==> src/rtl/alu_op_sequencer.sv <==
// Sweep sequencer for the 4-bit ALU: latches one operand pair, issues opcodes 0..7
// over a valid/ready channel and records each response (or a timeout) per opcode.
module alu_op_sequencer #(
  parameter int DATA_W  = 4,
  parameter int RES_W   = 5,
  parameter int TIMEOUT = 16
) (
  input  logic              clk,
  input  logic              rst,
  input  logic              start,
  input  logic [DATA_W-1:0] a_in,
  input  logic [DATA_W-1:0] b_in,
  output logic              req_valid,
  input  logic              req_ready,
  output logic [DATA_W-1:0] req_a,
  output logic [DATA_W-1:0] req_b,
  output logic [2:0]        req_op,
  input  logic              rsp_valid,
  input  logic [RES_W-1:0]  rsp_result,
  output logic              busy,
  output logic              done,
  output logic [7:0]        to_flags,
  input  logic [2:0]        rd_idx,
  output logic [RES_W-1:0]  rd_data
);

  localparam int TW = $clog2(TIMEOUT);
  localparam logic [TW-1:0] TMAX = TW'(TIMEOUT - 1);

  localparam logic [1:0] S_IDLE  = 2'd0;
  localparam logic [1:0] S_ISSUE = 2'd1;
  localparam logic [1:0] S_WAIT  = 2'd2;
  localparam logic [1:0] S_DONE  = 2'd3;

  logic [1:0]              state_q, state_d;
  logic [2:0]              op_q, op_d;
  logic [TW-1:0]           timer_q, timer_d;
  logic [DATA_W-1:0]       a_q, a_d;
  logic [DATA_W-1:0]       b_q, b_d;
  logic [7:0]              flags_q, flags_d;
  logic [7:0][RES_W-1:0]   res_q, res_d;
  logic                    stepDone;

  always_comb begin
    state_d  = state_q;
    op_d     = op_q;
    timer_d  = timer_q;
    a_d      = a_q;
    b_d      = b_q;
    flags_d  = flags_q;
    res_d    = res_q;
    stepDone = 1'b0;

    case (state_q)
      S_IDLE: begin
        if (start) begin
          a_d     = a_in;
          b_d     = b_in;
          flags_d = '0;
          op_d    = '0;
          state_d = S_ISSUE;
        end
      end
      S_ISSUE: begin
        if (req_ready) begin
          timer_d = '0;
          state_d = S_WAIT;
        end
      end
      S_WAIT: begin
        timer_d = timer_q + TW'(1);
        // A response arriving on the expiry cycle takes priority over the timeout.
        if (rsp_valid) begin
          res_d[op_q] = rsp_result;
          stepDone    = 1'b1;
        end else if (timer_q == TMAX) begin
          res_d[op_q]   = '1;
          flags_d[op_q] = 1'b1;
          stepDone      = 1'b1;
        end
        if (stepDone) begin
          if (op_q == 3'd7) begin
            state_d = S_DONE;
          end else begin
            op_d    = op_q + 3'd1;
            state_d = S_ISSUE;
          end
        end
      end
      S_DONE: begin
        state_d = S_IDLE;
      end
      default: begin
        state_d = S_IDLE;
      end
    endcase
  end

  always_ff @(posedge clk) begin
    if (rst) begin
      state_q <= S_IDLE;
      op_q    <= '0;
      timer_q <= '0;
      a_q     <= '0;
      b_q     <= '0;
      flags_q <= '0;
      res_q   <= '0;
    end else begin
      state_q <= state_d;
      op_q    <= op_d;
      timer_q <= timer_d;
      a_q     <= a_d;
      b_q     <= b_d;
      flags_q <= flags_d;
      res_q   <= res_d;
    end
  end

  assign req_valid = (state_q == S_ISSUE);
  assign busy      = (state_q == S_ISSUE) || (state_q == S_WAIT);
  assign done      = (state_q == S_DONE);
  assign req_a     = a_q;
  assign req_b     = b_q;
  assign req_op    = op_q;
  assign to_flags  = flags_q;
  // Plain read of the stored file; a write in this cycle shows up next cycle.
  assign rd_data   = res_q[rd_idx];

endmodule

==> config.mk <==
export PLATFORM = sky130hd
export DESIGN_NAME = alu_op_sequencer
export DESIGN_NICKNAME = d
export VERILOG_FILES = /design/src/rtl/alu_op_sequencer.sv
export SDC_FILE = /design/constraint.sdc
export NUM_CORES = 1
export LEC_CHECK = 0
export CAP_MARGIN = 20
export CORE_ASPECT_RATIO = 0.8
export CORE_MARGIN = 2
export CORE_UTILIZATION = 30
export CTS_CLUSTER_SIZE = 8
export DETAILED_ROUTE_END_ITERATION = 12
export GPL_ROUTABILITY_DRIVEN = 0
export SLEW_MARGIN = 20
export SYNTH_ARGS = -nofsm -noshare
export SYNTH_HDL_FRONTEND = slang
export SYNTH_SLANG_ARGS = --single-unit
==> constraint.sdc <==
create_clock -name clk -period 1.7 [get_ports clk]
set_clock_uncertainty 0.1 [all_clocks]
set_input_delay 0.34 -clock clk [delete_from_list [all_inputs] [get_ports clk]]
set_output_delay 0.34 -clock clk [all_outputs]
set_load 0.03 [all_outputs]
==> qor.txt <==
Bufs on Longest Clock Path -> 2
Slew HR -> 70.4%
Worst setup margin -> -270 ps
Cell family with most CP delay -> multiplexers
Synth top area share -> 42.7%
Most Crowded Layer GR -> met2
Row Count -> 32
Initial antenna violation count -> 0
Clk slew on worst S/H paths -> 50 ps
WL/cell -> 14.6 um
Util after Layout -> 45.1%
P_sw -> 1.29 mW
Worst Path Buf+Inv -> 3
Post-Syn Instances -> 287
Most common cell in the netlist -> dfxtp_1
Top cells by area, synth -> dfxtp_1 43%, mux2i_1 13%, nand2b_1 8.8%, mux4_2 7.4%, ha_1 2.9%
DR pass1 iterations -> 4
Hold Vio Cnt, Final -> 0
Vias/cell -> 4.56
Met2 Use GR -> 23.6%
Cell Chain, Critical Path -> buf_4, buf_12, mux4_2, mux2_4, buf_6
Synth Area per Inst -> 10.6 sq um
Most used flip-flop cell after synthesis -> dfxtp_1
Yosys warns -> 0
PD cells -> 1010 nW/um^2
Max FO, Critical Path -> 5
IO Port Bufs -> 47
Storage cell area -> 1320 sq um
Mapped Area -> 3050 sq um
Register area share after synthesis -> 42.7%
Asr flop ratio synth -> 0%
Share of cells above drive strength 1 -> 34.7%
Post-route ant nets -> 0
Comb power frac -> 24.4%
Internal power -> 3.16 mW
Fin crit period -> 1970 ps
Die area -> 11000 sq um
Initial DRC count -> 74
Antenna cell count -> 0
Number of remaining DRC errors -> 0
Post-Place Cells -> 492
Pre-CTS setup slack -> -719 ps
VDD IR max -> 0.372 mV
Layout filler cell count -> 958
Largest net degree at the start of global routing -> 20
Total CTS buffers -> 9
Worst-Margin Slew -> 443 ps
Synth area leader -> dfxtp_1
Slowest cell on the critical path -> mux4_2
CP Data Required Time -> 1260 ps
CTS H-tree lvls -> 3
Global-route wire length before repair -> 12000 um
Outcome -> complete, but fails checks
Area Growth Syn to Fin -> 44.5%
HP Class -> flop to flop
Total GRT Usage -> 14.3%
Slew Viols, Final -> 0
Clock power frac -> 38.6%
WHS -> 351 ps
Sequential share of power -> 37.0%
Critical path class -> primary input to output pin
Area of the multi-input gates -> 1810 sq um
Mapped Nets -> 315
Synthesized flop and latch total -> 65
Dpl hpwl -> 5430 um
NumNets Final -> 400
Finished Layout Cells -> 513
Clk_lat worst skew -> 320 ps
Max_cap viols -> 0
Die X-Extent -> 117 um
Failing checks -> negative setup slack
Top cells by instance count after synthesis -> 65 x dfxtp_1, 43 x nand2b_1, 40 x mux2i_1
Setup crit start kind -> primary input
Hold buffer count at CTS -> 0
Grt met1 use -> 18.6%
Largest stage delay, worst path -> 490 ps
Clk sinks -> 65
Root Buffer -> clkbuf_16
Vias in the first global route -> 2392
Static leakage -> 2.03 nW
Global route total overflow -> 0
Drt total wl -> 7490 um
Final setup fails -> 5
Initial Util -> 31.2%
Tcrit/Tclk final -> 116%
Post-synth EDFFs -> 0
Worst EP arrival -> 1530 ps
RSZ-0062 raised after global routing -> yes
Die height -> 94.2 um
Unique cell type count in the Yosys netlist -> 39
Met3 Track Usage GR -> 3.48%
CORE AREA -> 9770 sq um
Via Count -> 2337
Fmax -> 508 MHz
CP endpoint kind -> output pin
Switch share -> 29.0%
CTS tree -> built
I/O Pins -> 48
-- cells in the final DEF, fill, tap and decap left out, types with 3 or more instances in the layout --
cell type and instances:
mux4_2 10, a21oi_1 11, mux2i_1 40, buf_12 3, buf_6 7, ha_4 3, nand3_4 3, buf_4 40
nand3_1 4, dfxtp_2 16, and2_1 3, nor2_1 9, nor2b_1 4, a22o_2 4, ha_1 3, clkdlybuf4s50_1 18
o21bai_1 5, dlygate4sd2_1 18, o21ai_0 3, dfxtp_1 49, nand2_1 21, clkbuf_1 3, mux2_4 5, nand2b_1 42
clkbuf_16 9
-- worst register-to-register path: stages, from the launching register on --
cell and delay [ps]:
dfxtp_1 340, ha_2 220, nand3_2 150, or4_4 560, nor2_2 130, a22o_2 130
-- registers in the layout, summed over array words and instances (netlist names) --
| signal | cells |
|---|---|
| state_q | 2 |
| req_b | 4 |
| timer_q | 4 |
| req_op | 3 |
| res_q | 40 |
| to_flags | 8 |
| req_a | 4 |
-- power by group through the flow --
| stage | Combinational [mW] | Sequential (mW) | Clock, mW |
|---|---|---|---|
| after floorplan | 0.487 | 1.74 | 0 |
| after global placement | 0.962 | 1.67 | 0 |
| after detailed placement | 0.963 | 1.67 | 0 |
| after CTS | 0.999 | 1.64 | 1.76 |
| after global routing | 1.16 | 1.65 | 1.83 |
| final | 1.09 | 1.64 | 1.72 |
-- cell type report --
type,instances,share of cell area [%]
repair buffers,88,18.4
multi-input cells,205,41.2
clock buffers,14,6.00
clock inverters,2,0.284
flip-flops and latches,65,30.0
well taps,136,3.86
inverters,3,0.256
-- routing by layer --
| metal | vias up | share of wire (%) |
|---|---|---|
| met5 | - | 0 |
| met4 | 0 | 1.1 |
| met3 | 9 | 2.4 |
| met2 | 30 | 48 |
| met1 | 1111 | 48 |
| li1 | 1187 | - |
-- cells by family (layout without fill, tap and decap cells) --
logic type,count (synthesis),in the layout,synth area share (%)
AO/OA/AOI/OAI,37,37,8.37
AND/OR/NAND/NOR,105,105,20.7
adder cells (fa/ha/maj),7,7,2.87
flip-flops,65,65,42.7
multiplexers,56,56,22.7
buffers and inverters,17,107,2.63
-- per-stage QoR --
stage	setup TNS [ps]	instance area [sq um]	power, mW
finish	-1280	4400	4.44
global route	-1570	4400	4.64
CTS	-1350	4290	4.40
detailed placement	-12770	3920	2.64
global placement	-12690	3920	2.63
floorplan	-44.7	3080	2.23
-- what timing repair did --
action,4_1_cts,5_1_grt
resized for setup,50,28
pin swaps,0,2
endpoints found under the hold margin,0,0
setup buffers,4,1
cloned,1,0
setup endpoints to repair,33,58
-- path summary, 6_finish.rpt --
path | from | end | slack [ps] | cells past startpoint
setup / recovery | rd_idx[0] | rd_data[4] | -270 | 5
hold / removal | req_b[3] | req_b[3] | 350 | 2
setup reg to reg | timer_q[0] | to_flags[6] | 30 | 5
hold reg to reg | req_b[3] | req_b[3] | 350 | 2
Note: power is estimated with default switching activity, not from simulation.
